File: src/rtl/ray_box_intersector.sv
// ray_box_intersector
// Slab test of one primary ray against one axis-aligned box. Processes one ray
// at a time: for each axis the entry and exit distances are computed with a
// single shared restoring divider, then merged into a running [t_near, t_far]
// interval. The final interval decides hit/miss for the shading stage.
module ray_box_intersector #(
    parameter int FRAC_BITS = 16
) (
    input  logic        clk,
    input  logic        reset,
    input  logic        in_valid,
    output logic        in_ready,
    input  logic [31:0] in_dir_x,
    input  logic [31:0] in_dir_y,
    input  logic [31:0] in_dir_z,
    input  logic [10:0] in_org_x,
    input  logic [10:0] in_org_y,
    input  logic [10:0] in_org_z,
    input  logic [31:0] in_loop_index,
    input  logic [10:0] box_min_x,
    input  logic [10:0] box_min_y,
    input  logic [10:0] box_min_z,
    input  logic [10:0] box_max_x,
    input  logic [10:0] box_max_y,
    input  logic [10:0] box_max_z,
    output logic        out_valid,
    input  logic        out_ready,
    output logic        out_hit,
    output logic [31:0] out_t_near,
    output logic [31:0] out_t_far,
    output logic [31:0] out_loop_index
);

    // Dividend width; also the number of cycles one division takes.
    localparam int NUM_W = 12 + FRAC_BITS;
    localparam int CNT_W = $clog2(NUM_W);
    localparam int REM_W = 34;

    localparam logic [2:0] S_IDLE   = 3'd0;
    localparam logic [2:0] S_SETUP  = 3'd1;
    localparam logic [2:0] S_DIV_LO = 3'd2;
    localparam logic [2:0] S_DIV_HI = 3'd3;
    localparam logic [2:0] S_MERGE  = 3'd4;
    localparam logic [2:0] S_FINAL  = 3'd5;
    localparam logic [2:0] S_OUT    = 3'd6;

    localparam logic signed [31:0] T_NEG = 32'sh8000_0000;
    localparam logic signed [31:0] T_POS = 32'sh7FFF_FFFF;

    logic [2:0]  state;
    logic [1:0]  axis;
    logic        in_ready_q;
    logic        out_valid_q;

    // Ray and box captured at accept.
    logic [31:0] dir_q  [3];
    logic [10:0] org_q  [3];
    logic [10:0] bmin_q [3];
    logic [10:0] bmax_q [3];
    logic [31:0] idx_q;

    // Running interval and the current axis' slab distances.
    logic signed [31:0] t_near;
    logic signed [31:0] t_far;
    logic signed [31:0] t0;
    logic signed [31:0] t1;
    logic               miss;

    // Restoring divider state.
    logic [NUM_W-1:0] dvd_sh;
    logic [REM_W-1:0] rem;
    logic [NUM_W-1:0] quo;
    logic [CNT_W-1:0] cnt;

    // Current-axis operands and divider next-step values.
    logic [31:0]        cur_dir;
    logic [10:0]        cur_org;
    logic [10:0]        cur_min;
    logic [10:0]        cur_max;
    logic [11:0]        cur_lo;
    logic [11:0]        cur_hi;
    logic [11:0]        lo_mag;
    logic [11:0]        hi_mag;
    logic               dir_neg;
    logic [32:0]        dir_mag;
    logic               dir_zero;
    logic               org_inside;
    logic [NUM_W-1:0]   dvd_lo;
    logic [NUM_W-1:0]   dvd_hi;
    logic [REM_W-1:0]   rem_sh;
    logic               rem_ge;
    logic [REM_W-1:0]   rem_nx;
    logic [NUM_W-1:0]   quo_nx;
    logic [31:0]        q_ext;
    logic               res_neg;
    logic signed [31:0] t_div_res;
    logic               div_last;
    logic signed [31:0] m0;
    logic signed [31:0] m1;
    logic signed [31:0] t_near_nx;
    logic signed [31:0] t_far_nx;

    assign in_ready  = in_ready_q;
    assign out_valid = out_valid_q;

    // Select the operands of the axis being processed.
    always_comb begin
        // NOTE: every output of a combinational block gets a default first so no
        // path through the case leaves it unassigned (which would infer a latch).
        cur_dir = dir_q[0];
        cur_org = org_q[0];
        cur_min = bmin_q[0];
        cur_max = bmax_q[0];
        case (axis)
            2'd1: begin
                cur_dir = dir_q[1];
                cur_org = org_q[1];
                cur_min = bmin_q[1];
                cur_max = bmax_q[1];
            end
            2'd2: begin
                cur_dir = dir_q[2];
                cur_org = org_q[2];
                cur_min = bmin_q[2];
                cur_max = bmax_q[2];
            end
            default: ;
        endcase
    end

    // Slab offsets, magnitudes and one restoring-division step.
    always_comb begin
        cur_lo     = {1'b0, cur_min} - {1'b0, cur_org};
        cur_hi     = {1'b0, cur_max} - {1'b0, cur_org};
        lo_mag     = cur_lo[11] ? 12'd0 - cur_lo : cur_lo;
        hi_mag     = cur_hi[11] ? 12'd0 - cur_hi : cur_hi;
        dir_neg    = cur_dir[31];
        // 33 bits so that a direction of -2^31 keeps its full magnitude.
        dir_mag    = dir_neg ? 33'd0 - {1'b1, cur_dir} : {1'b0, cur_dir};
        dir_zero   = (cur_dir == 32'd0);
        org_inside = (cur_org >= cur_min) && (cur_org <= cur_max);
        dvd_lo     = {lo_mag, {FRAC_BITS{1'b0}}};
        dvd_hi     = {hi_mag, {FRAC_BITS{1'b0}}};

        rem_sh     = (rem << 1) | {{(REM_W-1){1'b0}}, dvd_sh[NUM_W-1]};
        rem_ge     = (rem_sh >= {1'b0, dir_mag});
        rem_nx     = rem_ge ? rem_sh - {1'b0, dir_mag} : rem_sh;
        quo_nx     = (quo << 1) | {{(NUM_W-1){1'b0}}, rem_ge};
        div_last   = (cnt == CNT_W'(NUM_W - 1));

        // Magnitude division truncates toward zero; the sign is applied after.
        q_ext      = {{(32-NUM_W){1'b0}}, quo_nx};
        res_neg    = ((state == S_DIV_LO) ? cur_lo[11] : cur_hi[11]) ^ dir_neg;
        t_div_res  = res_neg ? -$signed(q_ext) : $signed(q_ext);
    end

    // Order the axis slab distances and intersect them with the running interval.
    always_comb begin
        m0        = (t0 > t1) ? t1 : t0;
        m1        = (t0 > t1) ? t0 : t1;
        t_near_nx = (m0 > t_near) ? m0 : t_near;
        t_far_nx  = (m1 < t_far) ? m1 : t_far;
    end

    // Control FSM, divider and result registers.
    always_ff @(posedge clk) begin
        if (reset) begin
            state          <= S_IDLE;
            axis           <= 2'd0;
            miss           <= 1'b0;
            in_ready_q     <= 1'b0;
            out_valid_q    <= 1'b0;
            out_hit        <= 1'b0;
            out_t_near     <= 32'd0;
            out_t_far      <= 32'd0;
            out_loop_index <= 32'd0;
        end else begin
            // NOTE: the ray/box copies and divider registers are not reset; they
            // are always loaded before they are read, so reset only the control
            // state and the visible outputs.
            case (state)
                S_IDLE: begin
                    if (!in_ready_q) begin
                        in_ready_q <= 1'b1;
                    end else if (in_valid) begin
                        dir_q[0]   <= in_dir_x;
                        dir_q[1]   <= in_dir_y;
                        dir_q[2]   <= in_dir_z;
                        org_q[0]   <= in_org_x;
                        org_q[1]   <= in_org_y;
                        org_q[2]   <= in_org_z;
                        bmin_q[0]  <= box_min_x;
                        bmin_q[1]  <= box_min_y;
                        bmin_q[2]  <= box_min_z;
                        bmax_q[0]  <= box_max_x;
                        bmax_q[1]  <= box_max_y;
                        bmax_q[2]  <= box_max_z;
                        idx_q      <= in_loop_index;
                        t_near     <= T_NEG;
                        t_far      <= T_POS;
                        miss       <= 1'b0;
                        axis       <= 2'd0;
                        in_ready_q <= 1'b0;
                        state      <= S_SETUP;
                    end
                end
                S_SETUP: begin
                    if (dir_zero) begin
                        // A ray parallel to the slab hits it everywhere or nowhere.
                        if (!org_inside) begin
                            miss <= 1'b1;
                        end
                        t0    <= T_NEG;
                        t1    <= T_POS;
                        state <= S_MERGE;
                    end else begin
                        dvd_sh <= dvd_lo;
                        rem    <= '0;
                        quo    <= '0;
                        cnt    <= '0;
                        state  <= S_DIV_LO;
                    end
                end
                S_DIV_LO, S_DIV_HI: begin
                    if (div_last) begin
                        dvd_sh <= dvd_hi;
                        rem    <= '0;
                        quo    <= '0;
                        cnt    <= '0;
                        if (state == S_DIV_LO) begin
                            t0    <= t_div_res;
                            state <= S_DIV_HI;
                        end else begin
                            t1    <= t_div_res;
                            state <= S_MERGE;
                        end
                    end else begin
                        dvd_sh <= dvd_sh << 1;
                        rem    <= rem_nx;
                        quo    <= quo_nx;
                        cnt    <= cnt + CNT_W'(1);
                    end
                end
                S_MERGE: begin
                    t_near <= t_near_nx;
                    t_far  <= t_far_nx;
                    if (axis == 2'd2) begin
                        state <= S_FINAL;
                    end else begin
                        axis  <= axis + 2'd1;
                        state <= S_SETUP;
                    end
                end
                S_FINAL: begin
                    out_hit        <= !miss && (t_near <= t_far) && !t_far[31];
                    out_t_near     <= t_near[31] ? 32'd0 : t_near;
                    out_t_far      <= t_far;
                    out_loop_index <= idx_q;
                    out_valid_q    <= 1'b1;
                    state          <= S_OUT;
                end
                S_OUT: begin
                    if (out_ready) begin
                        out_valid_q <= 1'b0;
                        in_ready_q  <= 1'b1;
                        state       <= S_IDLE;
                    end
                end
                default: begin
                    state <= S_IDLE;
                end
            endcase
        end
    end

endmodule

File: config.mk
export PLATFORM = sky130hd
export DESIGN_NAME = ray_box_intersector
export DESIGN_NICKNAME = d
export VERILOG_FILES = /design/src/rtl/ray_box_intersector.sv
export SDC_FILE = /design/constraint.sdc
export NUM_CORES = 1
export LEC_CHECK = 0
export BUFFER_PORTS_ARGS = -buffer_cell sky130_fd_sc_hd__buf_2
export CORE_ASPECT_RATIO = 1.75
export CORE_UTILIZATION = 42
export DETAILED_ROUTE_END_ITERATION = 10
export GPL_ROUTABILITY_DRIVEN = 0
export HOLD_SLACK_MARGIN = 0.02
export PLACE_DENSITY_LB_ADDON = 0.25
export SLEW_MARGIN = 20
export SYNTH_ARGS = -nofsm -noshare
export SYNTH_HDL_FRONTEND = slang
export SYNTH_SLANG_ARGS = --single-unit
File: constraint.sdc
create_clock -name clk -period 9.85 [get_ports clk]
set_clock_uncertainty 0.2 [all_clocks]
set_input_delay 0.4925 -clock clk [delete_from_list [all_inputs] [get_ports clk]]
set_output_delay 0.4925 -clock clk [all_outputs]
set_load 0.005 [all_outputs]
==> results.yml <==
min_path:
  min_path_cells: 2
  hold_start: "reset"
  hp-class: "in2reg"
  min_to: "out_t_near[26]"
grt:
  gr-usage-all-layers_pct: 21.6
  antenna_found_initial: 0
  grt_max_degree: 95
  grt_overflow_total: 0
  first_global_vias: 22200
  grt_pass1_wl_microns: 115000
timing:
  worst_hold_slack_ns: 0.0672
  final.setup.worst_slack_ns: 2.09
  slew_violations: 0
  finalSetupTns_ns: 0
  min_period_ns: 7.76
  period_share_pct: 78.8
  max_freq_ghz: 0.129
  worstMarginPinSlew_ns: 1.09
  relSlewSlack_pct: 27.0
  setup_viol: 0
  rsz0062_at_grt: "no"
  hold_viol: 0
logic_synthesis:
  ys.warnings.count: 0
  syn_avg_cell_area_sq_um: 10.7
  synthTopCellsByArea: "edfxtp_1 47%, ha_1 8.5%, dfxtp_1 7.5%"
  synthesis.nets: 3029
  synth_top_cell_by_area: "edfxtp_1"
  ys_ff_latch: 536
  syn_inst: 2606
  synth_cell_type_count: 80
  synth_flop_cell: "edfxtp_1"
  synthArstFlopShare_pct: 0
  synthesis.area_sq_um: 27800
  ys_seq_area_share_pct: 54.2
  yosys.area.top_type_share_pct: 46.7
  synth_edf_count: 432
clock_network:
  cts-root-buf: "clkbuf_16"
  cts.clk_slew.worst_paths_ns: 0.06
  cts_tree: "done"
  cts.sink_count: 536
  htree_levels: 2
  clockBufferDepth: 3
  insertion_delay_ns: 0.61
  post_cts_resized: 0
  cts_buffers: 52
die:
  rows: 124
  initial_core_util_pct: 42.5
  dieHeight_microns: 342
  pin_count: 330
  die-width_microns: 196
  coreArea_sq_um: 65300
  dieArea_sq_um: 67200
pwr:
  switching_share_pct: 25.4
  p_comb_share_pct: 14.2
  peakVddDrop_mv: 0.173
  power.share.clock_pct: 36.9
  switching_power_mw: 1.36
  p_int_mw: 3.99
  total_power_mw: 5.34
  p_leak_nw: 13.6
  power.density_nw_per_um2: 156
  power.share.sequential_pct: 48.9
detailed_routing:
  route.final.wire_length_microns: 73100
  vias: 21400
  detailedRoute.firstIterationViolations: 1086
  antenna_left: 0
  drt_pass1_iterations: 7
  wl_per_cell_microns: 18.1
  drc_errors: 0
  avgViaCountPerCell: 5.30
run:
  drv_cap: 0
worst_setup_path:
  path_max_fanout: 35
  crit_arrival_ns: 7.90
  endpoint_kind: "flop"
  r2r_slack_ns: 2.09
  start_kind: "flop"
  r2r_start: "axis[0]"
  cp_slowest_stage_delay_ns: 0.75
  r2r_end: "t1[24]"
  crit_type: "reg2reg"
  rr_worst_depth: 27
  crit_required_ns: 9.99
  crit_slowest_cell: "ha_2"
finish:
  layout.cells.non_filler: 4045
  drive_gt1_share_pct: 16.3
  area_growth_pct: 23.4
  final_common_cell: "edfxtp_1"
  fin_nets: 3544
  mostFrequentLayoutCells: "432 x edfxtp_1, 329 x nand2_1, 327 x buf_2"
  diodes: 0
outcome:
  outcome: "finished clean"
place:
  place_inst: 3721
  place_ws_ns: 2.13
  port_buffers: 328
  hpwlAfterDp_microns: 52300
[per-stage QoR]
stage | util [%] | area, sq um
2_1_floorplan | - | 27800
3_3_place_gp | 46.4 | 30300
3_5_place_dp | 46.4 | 30300
4_1_cts | 52.4 | 34200
5_1_grt | 52.5 | 34300
6_report | 52.5 | 34300
[area by class of cell]
cell class	count	area (sq um)
clock buffers	73	1480
clock inverters	23	181
fillers	5657	31000
inverters	130	488
multi-input cells	1815	11800
flip-flops and latches	536	15100
well taps	882	1100
repair buffers	586	4170
[power by group through the flow]
stage	sequential, mW	combinational [mW]	clock, mW
3_3_place_gp	2.66	0.664	0
3_5_place_dp	2.66	0.682	0
2_1_floorplan	2.66	0.488	0
5_1_grt	2.62	0.840	2.10
4_1_cts	2.61	0.754	2.02
6_report	2.61	0.759	1.97
[metal layers]
layer,track usage (%),routed length (microns),up-vias
met3,3.03,3170,151
met2,41.3,38800,622
met1,22.6,27500,10200
li1,-,-,10500
met4,11.1,3620,0
met5,0,0,-
[synth_stat cells (43+ instances only)]
master	number
o21ai_0	157
nor3_1	66
xor2_1	56
a21oi_1	224
xnor2_1	59
ha_1	189
inv_1	129
nor2_1	160
nand2_1	330
dfxtp_1	104
edfxtp_1	432
clkbuf_1	90
nand2b_1	44
and3_1	43
[cell families after synthesis]
group | share of synthesized area [%]
AOI/OAI and AO/OA | 13.7
xor gates and xnor gates | 3.63
adders and majority gates | 8.73
buffers and inverters | 3.61
DFF | 54.2
muxes | 1.52
other | 0.0270
and+or+nand+nor | 14.6
[timing repair]
action	CTS	global route
hold buffers	227	0
buffers inserted	0	0
endpoints found under the hold margin	227	0
[flip-flops by register name (all words and copies together) (netlist names)]
name / cells
out_t_far: 32
out_t_near: 31
quo: 27
t_far: 32
org_q: 33
state: 3
miss: 1
bmin_q: 33
t_near: 32
out_hit: 1
dvd_sh: 12
idx_q: 32
out_valid: 1
cnt: 5
bmax_q: 33
out_loop_index: 32
rem: 33
axis: 2
in_ready: 1
dir_q: 96
t0: 32
t1: 32
[worst max path at each step]
stage                     depth (start not counted)    start  slack [ns]  endpoint
final                                            27  axis[0]        2.09    t1[24]
after global routing                             27  axis[0]        1.56    t1[24]
after CTS                                        27  axis[0]        2.09    t1[24]
after detailed placement                         27  axis[0]        2.13    t1[24]
after global placement                           27  axis[0]        2.26    t1[24]
after floorplan                                  14  axis[0]        1.40    cnt[0]
[critical path: cells and delay by family, from the launching register on]
kind                       cells  cell delay, ns
buffers and inverters          4            0.91
adders and majority gates      3            1.31
and+or+nand+nor               10            2.45
xor gates and xnor gates       2            0.38
AOI/OAI and AO/OA              8            1.85
DFF                            1            0.38
Note: power is estimated with default switching activity, not from simulation.
